**src/rtl/i2s_audio_out.sv**
```systemverilog
// ---------------------------------------------------------------------------
// i2s_audio_out
//   Output stage behind the sound mixer. Mono 16-bit signed samples arrive on
//   a 96 kHz push strobe, sit in a small FIFO, and each one is sent on both
//   channels of a Philips I2S stream (one BCLK of delay after the LRCK edge).
//
// Parameters
//   BCLK_DIV    CLK_AUDIO cycles per BCLK period (even, >= 2)
//   FIFO_DEPTH  sample FIFO entries (power of two, >= 2)
//
// Ports
//   CLK_AUDIO     in   audio clock, single domain
//   RESET_N       in   asynchronous active-low reset
//   SAMPLE_IN     in   16-bit signed sample from the mixer
//   SAMPLE_VALID  in   1-cycle push strobe
//   MUTE          in   popped samples are transmitted as zero while high
//   CLEAR_FLAGS   in   1-cycle pulse clearing OVERFLOW / UNDERFLOW
//   I2S_BCLK      out  bit clock (registered)
//   I2S_LRCK      out  word select, 0 = left, 1 = right (registered)
//   I2S_DATA      out  serial data, MSB first (registered)
//   FIFO_LEVEL    out  entries currently stored (registered)
//   OVERFLOW      out  sticky: a push was dropped
//   UNDERFLOW     out  sticky: a pop found the FIFO empty
//
// Push interface: SAMPLE_VALID is a strobe with no ready. A push is accepted
// whenever the FIFO has room, or when it is full but an entry leaves in the
// same cycle; otherwise the sample is dropped and OVERFLOW is set.
// ---------------------------------------------------------------------------
module i2s_audio_out #(
    parameter int BCLK_DIV   = 8,
    parameter int FIFO_DEPTH = 4
) (
    input  logic                        CLK_AUDIO,
    input  logic                        RESET_N,
    input  logic [15:0]                 SAMPLE_IN,
    input  logic                        SAMPLE_VALID,
    input  logic                        MUTE,
    input  logic                        CLEAR_FLAGS,
    output logic                        I2S_BCLK,
    output logic                        I2S_LRCK,
    output logic                        I2S_DATA,
    output logic [$clog2(FIFO_DEPTH):0] FIFO_LEVEL,
    output logic                        OVERFLOW,
    output logic                        UNDERFLOW
);

    localparam int DW = $clog2(BCLK_DIV);
    localparam int PW = $clog2(FIFO_DEPTH);
    localparam int LW = PW + 1;

    localparam logic [DW-1:0] DIV_LAST = DW'(BCLK_DIV - 1);
    localparam logic [DW-1:0] DIV_HALF = DW'(BCLK_DIV / 2);
    localparam logic [LW-1:0] LVL_FULL = LW'(FIFO_DEPTH);

    // Registered state
    logic [DW-1:0] div_cnt_q, div_cnt_d;
    logic [4:0]    slot_q, slot_d;
    logic          bclk_q, bclk_d;
    logic          lrck_q, lrck_d;
    logic          data_q, data_d;
    logic [PW-1:0] wr_ptr_q, wr_ptr_d;
    logic [PW-1:0] rd_ptr_q, rd_ptr_d;
    logic [LW-1:0] level_q, level_d;
    logic [15:0]   mem_q [FIFO_DEPTH];
    logic [15:0]   mem_d [FIFO_DEPTH];
    logic [15:0]   last_sample_q, last_sample_d;
    logic [15:0]   tx_word_q, tx_word_d;
    logic          prev_lsb_q, prev_lsb_d;
    logic          ovf_q, ovf_d;
    logic          unf_q, unf_d;

    // Combinational helpers
    logic          tick;
    logic          pop_tick;
    logic          fifo_empty;
    logic          fifo_full;
    logic          pop;
    logic          push_ok;
    logic [15:0]   head;
    logic [15:0]   word_sel;
    logic [15:0]   tx_sel;
    logic [3:0]    bit_idx;

    always_comb begin
        // Bit-clock divider; tick marks the BCLK falling edge.
        tick      = (div_cnt_q == DIV_LAST);
        div_cnt_d = tick ? '0 : div_cnt_q + DW'(1);
        // BCLK is registered from the next divider value so it lines up with
        // div_cnt_q: the falling edge coincides with the tick update below.
        bclk_d    = (div_cnt_d >= DIV_HALF);
        slot_d    = tick ? slot_q + 5'd1 : slot_q;

        // One pop per frame, on the tick that enters slot 1.
        pop_tick   = tick && (slot_q == 5'd0);
        fifo_empty = (level_q == '0);
        fifo_full  = (level_q == LVL_FULL);
        pop        = pop_tick && !fifo_empty;
        push_ok    = SAMPLE_VALID && (!fifo_full || pop);

        head     = mem_q[rd_ptr_q];
        // Empty FIFO at pop time repeats the last real sample.
        word_sel = fifo_empty ? last_sample_q : head;
        tx_sel   = MUTE ? 16'h0000 : word_sel;

        // FIFO bookkeeping
        mem_d = mem_q;
        if (push_ok) begin
            mem_d[wr_ptr_q] = SAMPLE_IN;
        end
        wr_ptr_d = push_ok ? wr_ptr_q + PW'(1) : wr_ptr_q;
        rd_ptr_d = pop ? rd_ptr_q + PW'(1) : rd_ptr_q;
        case ({push_ok, pop})
            2'b10:   level_d = level_q + LW'(1);
            2'b01:   level_d = level_q - LW'(1);
            default: level_d = level_q;
        endcase

        last_sample_d = pop ? head : last_sample_q;
        tx_word_d     = pop_tick ? tx_sel : tx_word_q;
        // Right-channel LSB goes out in slot 0 of the following frame.
        prev_lsb_d    = (tick && (slot_q == 5'd16)) ? tx_word_q[0] : prev_lsb_q;

        // Slots 2..16 carry bits 14..0 and slots 17..31 carry bits 15..1;
        // both reduce to bit index (-slot) mod 16.
        bit_idx = 4'd0 - slot_d[3:0];

        lrck_d = lrck_q;
        data_d = data_q;
        if (tick) begin
            lrck_d = slot_d[4];
            if (slot_d == 5'd0) begin
                data_d = prev_lsb_q;
            end else if (slot_d == 5'd1) begin
                // tx_word_q is loaded on this same edge, so use the new word.
                data_d = tx_sel[15];
            end else begin
                data_d = tx_word_q[bit_idx];
            end
        end

        // Sticky flags: a set event beats a simultaneous clear.
        ovf_d = (SAMPLE_VALID && !push_ok) || (ovf_q && !CLEAR_FLAGS);
        unf_d = (pop_tick && fifo_empty) || (unf_q && !CLEAR_FLAGS);
    end

    always_ff @(posedge CLK_AUDIO or negedge RESET_N) begin
        if (!RESET_N) begin
            div_cnt_q     <= '0;
            slot_q        <= '0;
            bclk_q        <= 1'b0;
            lrck_q        <= 1'b0;
            data_q        <= 1'b0;
            wr_ptr_q      <= '0;
            rd_ptr_q      <= '0;
            level_q       <= '0;
            for (int i = 0; i < FIFO_DEPTH; i++) begin
                mem_q[i] <= '0;
            end
            last_sample_q <= '0;
            tx_word_q     <= '0;
            prev_lsb_q    <= 1'b0;
            ovf_q         <= 1'b0;
            unf_q         <= 1'b0;
        end else begin
            div_cnt_q     <= div_cnt_d;
            slot_q        <= slot_d;
            bclk_q        <= bclk_d;
            lrck_q        <= lrck_d;
            data_q        <= data_d;
            wr_ptr_q      <= wr_ptr_d;
            rd_ptr_q      <= rd_ptr_d;
            level_q       <= level_d;
            mem_q         <= mem_d;
            last_sample_q <= last_sample_d;
            tx_word_q     <= tx_word_d;
            prev_lsb_q    <= prev_lsb_d;
            ovf_q         <= ovf_d;
            unf_q         <= unf_d;
        end
    end

    assign I2S_BCLK   = bclk_q;
    assign I2S_LRCK   = lrck_q;
    assign I2S_DATA   = data_q;
    assign FIFO_LEVEL = level_q;
    assign OVERFLOW   = ovf_q;
    assign UNDERFLOW  = unf_q;

endmodule

```
**config.mk**
```make
export PLATFORM = sky130hd
export DESIGN_NAME = i2s_audio_out
export DESIGN_NICKNAME = d
export VERILOG_FILES = /design/src/rtl/i2s_audio_out.sv
export SDC_FILE = /design/constraint.sdc
export NUM_CORES = 1
export LEC_CHECK = 0
export BUFFER_PORTS_ARGS = -buffer_cell sky130_fd_sc_hd__buf_2
export CAP_MARGIN = 20
export CORE_MARGIN = 1.5
export CORE_UTILIZATION = 65
export CTS_BUF_LIST = sky130_fd_sc_hd__clkbuf_16
export CTS_CLUSTER_SIZE = 8
export DETAILED_ROUTE_END_ITERATION = 7
export PLACE_DENSITY_LB_ADDON = 0.1
export SYNTH_ARGS = -nofsm -noshare
export SYNTH_HDL_FRONTEND = slang
export SYNTH_SLANG_ARGS = --single-unit
```
**constraint.sdc**
```tcl
create_clock -name CLK_AUDIO -period 8.85 [get_ports CLK_AUDIO]
set_clock_uncertainty 0.1 [all_clocks]
set_input_delay 0.885 -clock CLK_AUDIO [delete_from_list [all_inputs] [get_ports CLK_AUDIO]]
set_output_delay 0.885 -clock CLK_AUDIO [all_outputs]
set_load 0.005 [all_outputs]
```
==> results.py <==
metrics = {
    "drt": {
        "via_per_inst": 5.85,
        "wl_mm": 10.1,
        "drt_iter0_drc": 91,
        "wl_per_cell_um": 19.2,
        "antenna_left": 0,
        "drc": 0,
        "dr.pass1.iters": 4,
        "vias": 3081,
    },
    "clocking": {
        "holdBufCountCts": 0,
        "cts_tree": "done",
        "cts_made_buffers": 17,
        "post-cts-setup-buffer-count": 0,
        "clockRootBuffer": "clkbuf_16",
        "clock_path_buffers": 2,
        "cts_resized": 0,
        "clk_pin_slew_ns": 0.05,
        "clk_latency_ns": 0.40,
        "clock-sinks": 116,
        "cts_max_level": 4,
    },
    "timing": {
        "tightest_slew_ns": 1.00,
        "timing.fmax_mhz": 235,
        "slew_headroom": 0.331,
        "finalSetupTns_ns": 0,
        "slew_violations": 0,
        "fin_crit_sh": 0.481,
        "rsz0062_at_grt": "false",
        "finalCriticalPeriod_ns": 4.25,
        "final_hold_viol_count": 0,
        "finalSetupViolations": 0,
    },
    "global_routing": {
        "track_usage": 0.249,
        "grt_pass1_vias": 3313,
        "grt_pass1_wl_mm": 16.8,
        "grt_max_degree": 72,
        "gr-total-overflow": 0,
        "top_usage_layer": "met2",
        "antenna_found_initial": 0,
        "use_met2": 0.405,
        "use_met1": 0.326,
        "gr-usage-met3": 0.0614,
    },
    "final_layout": {
        "num_antenna_cells": 0,
        "fillers": 529,
        "area_growth_pct": 13.6,
        "drive_above_1_share": 0.396,
        "nNetsFinal": 441,
        "final_cells": 527,
    },
    "logic_synthesis": {
        "synth_xor_area_frac": 0.0246,
        "synth_compound_area_frac": 0.0318,
        "ys_ff_latch": 116,
        "syn_inst": 379,
        "synthSimpleGateAreaFrac": 0.0494,
        "ys.flop_type": "dfrtp_1",
        "synth.distinct_cells": 42,
        "synth_adder_area_share": 0.0261,
        "synth_edf_count": 0,
        "ys_seq_area_frac": 0.523,
        "synth_mux_area_frac": 0.311,
        "synth_top_family_by_area": "multiplexers",
        "netlist_area_sq_um": 5550,
        "synthArstFlopShare": 1.00,
        "ys_warn_count": 0,
        "syn_nets": 411,
        "synth.avg_cell_area_sq_um": 14.6,
    },
    "floorplan": {
        "boundaryPins": 29,
        "die_area_sq_um": 9100,
        "coreArea_sq_um": 8260,
        "die-width_um": 95.4,
        "rows": 33,
        "die_h_um": 95.4,
        "start_util": 0.672,
    },
    "critical_path": {
        "arrival_ns": 4.46,
        "r2r-end": "FIFO_LEVEL[2]",
        "crit_fanout": 22,
        "timing.rr.start": "div_cnt_q[0]",
        "cp_data_required_time_ns": 9.06,
        "crit_path_end_kind": "register",
        "worstRegToRegCells": 8,
        "critPathKind": "register to register",
        "reg2reg_slack_ns": 4.60,
        "cp-start-kind": "register",
    },
    "place": {
        "gp_congestion": 0.804,
        "portBuffers": 28,
        "dp_hpwl_mm": 6.48,
        "place_inst": 495,
    },
    "hold_path": {
        "hold_end": "div_cnt_q[0]",
        "hold-path-cell-count": 1,
        "hp-class": "register to register",
        "min-delay-start": "div_cnt_q[0]",
    },
    "pwr": {
        "p_per_area_nw_per_um2": 356,
        "p_leak_nw": 2.95,
        "peakVddDrop_v": 0.000229,
    },
    "run": {
        "cap_violations": 0,
    },
    "status": {
        "outcome": "finished, final reports clean",
    },
}
-- layout by cell type (no fill, tap or decap), types with 2 or more instances in the layout --
master / synthesis / layout
buf_2: 8 / 27
clkinv_1: 0 / 5
o21ai_0: 11 / 11
inv_1: 13 / 15
mux2_2: 44 / 44
a21oi_1: 2 / 2
clkbuf_16: 0 / 17
xor2_1: 5 / 5
o31ai_1: 3 / 3
nand2_4: 4 / 4
dfrtp_1: 116 / 116
nor2_1: 2 / 2
nand3_1: 3 / 3
xor2_2: 2 / 2
o22ai_1: 3 / 3
mux4_2: 16 / 16
xnor2_1: 5 / 5
nand4_1: 5 / 5
ha_1: 10 / 10
clkinv_2: 0 / 3
buf_4: 3 / 4
nand2_1: 24 / 24
mux2i_1: 27 / 27
mux2_4: 40 / 40
bufinv_16: 0 / 4
o21ai_1: 6 / 6
-- synth_stat cells, types with 2 or more instances --
cell	number	share of area
o31ai_1	3	0.0041
inv_1	13	0.0088
nand4_1	5	0.0056
nand3_1	3	0.0027
xor2_2	2	0.0059
o21ai_0	11	0.0099
a21oi_1	2	0.0018
buf_2	8	0.0072
xor2_1	5	0.0079
xnor2_1	5	0.0079
nor2_1	2	0.0014
clkbuf_1	2	0.0014
o22ai_1	3	0.0034
mux2i_1	27	0.049
ha_1	10	0.023
nor3_1	2	0.0018
mux2_4	40	0.11
buf_4	3	0.0041
nand2_4	4	0.0081
mux2_2	44	0.089
o21ai_1	6	0.0054
nand2_1	24	0.016
buf_6	6	0.012
dfrtp_1	116	0.52
mux4_2	16	0.065
-- per-layer routing --
| layer | part of all wire | vias up |
|---|---|---|
| li1 | - | 1418 |
| met3 | 0.029 | 14 |
| met5 | 0 | - |
| met2 | 0.50 | 48 |
| met4 | 0.016 | 0 |
| met1 | 0.46 | 1601 |
-- area by class of cell --
class	instances	area [sq um]	share of cell area
Timing Repair Buffer	31	165	0.0262
Inverter	13	48.8	0.00774
Clock inverter	15	170	0.0270
Multi-Input combinational cell	230	2460	0.391
Clock buffer	17	425	0.0674
Sequential cell	116	2900	0.460
Tap cell	105	131	0.0208
-- where the power goes --
part	internal, mW	total, mW	leakage (nW)	switching, mW
registers	0.756	0.882	1.43	0.126
clock network	0.463	0.688	0.301	0.226
logic	0.411	0.677	1.22	0.266
total	1.63	2.25	2.95	0.617
-- stage by stage --
step / hold slack (ns) / instance area (sq um) / worst slack, ns / utilization / total power, mW
after global routing: 0.370 / 6310 / 4.18 / 0.764 / 2.36
after floorplan: 0.303 / 5550 / 6.08 / - / 1.41
final: 0.334 / 6310 / 4.60 / 0.764 / 2.25
after detailed placement: 0.332 / 5710 / 4.63 / 0.692 / 1.56
after CTS: 0.339 / 6310 / 4.56 / 0.764 / 2.27
after global placement: 0.312 / 5710 / 4.79 / 0.692 / 1.52
-- worst max-delay path by stage --
stage | startpoint | endpoint | slack (ns) | cells after the start
6_report | div_cnt_q[0] | FIFO_LEVEL[2] | 4.60 | 8
5_1_grt | div_cnt_q[0] | FIFO_LEVEL[2] | 4.18 | 8
4_1_cts | div_cnt_q[0] | FIFO_LEVEL[2] | 4.56 | 8
3_5_place_dp | div_cnt_q[0] | FIFO_LEVEL[2] | 4.63 | 8
3_3_place_gp | div_cnt_q[0] | FIFO_LEVEL[2] | 4.79 | 8
2_1_floorplan | div_cnt_q[0] | I2S_DATA | 6.08 | 12
-- flip-flops by register name, indices dropped and copies added (netlist names) --
name,count
wr_ptr_q,2
I2S_LRCK,1
div_cnt_q,2
FIFO_LEVEL,3
tx_word_q,16
prev_lsb_q,1
mem_q,64
OVERFLOW,1
rd_ptr_q,2
slot_q,5
I2S_BCLK,1
UNDERFLOW,1
I2S_DATA,1
last_sample_q,16
-- critical path, stage by stage, from the launching register on --
cell and delay (ns):
dfrtp_1 0.35, ha_1 0.15, ha_1 0.55, nand4b_1 0.82, nor2_2 1.06, nand2_1 0.20, fa_1 0.43, o31ai_1 0.31
xor2_1 0.19
-- logic make-up after synthesis --
kind of cell / count (synthesis)
flops: 116
mux: 127
buf+inv: 33
xor+xnor: 13
fa+ha+maj: 11
simple gates: 50
compound gates: 29
No activity file was read; power rests on OpenSTA's default activity.
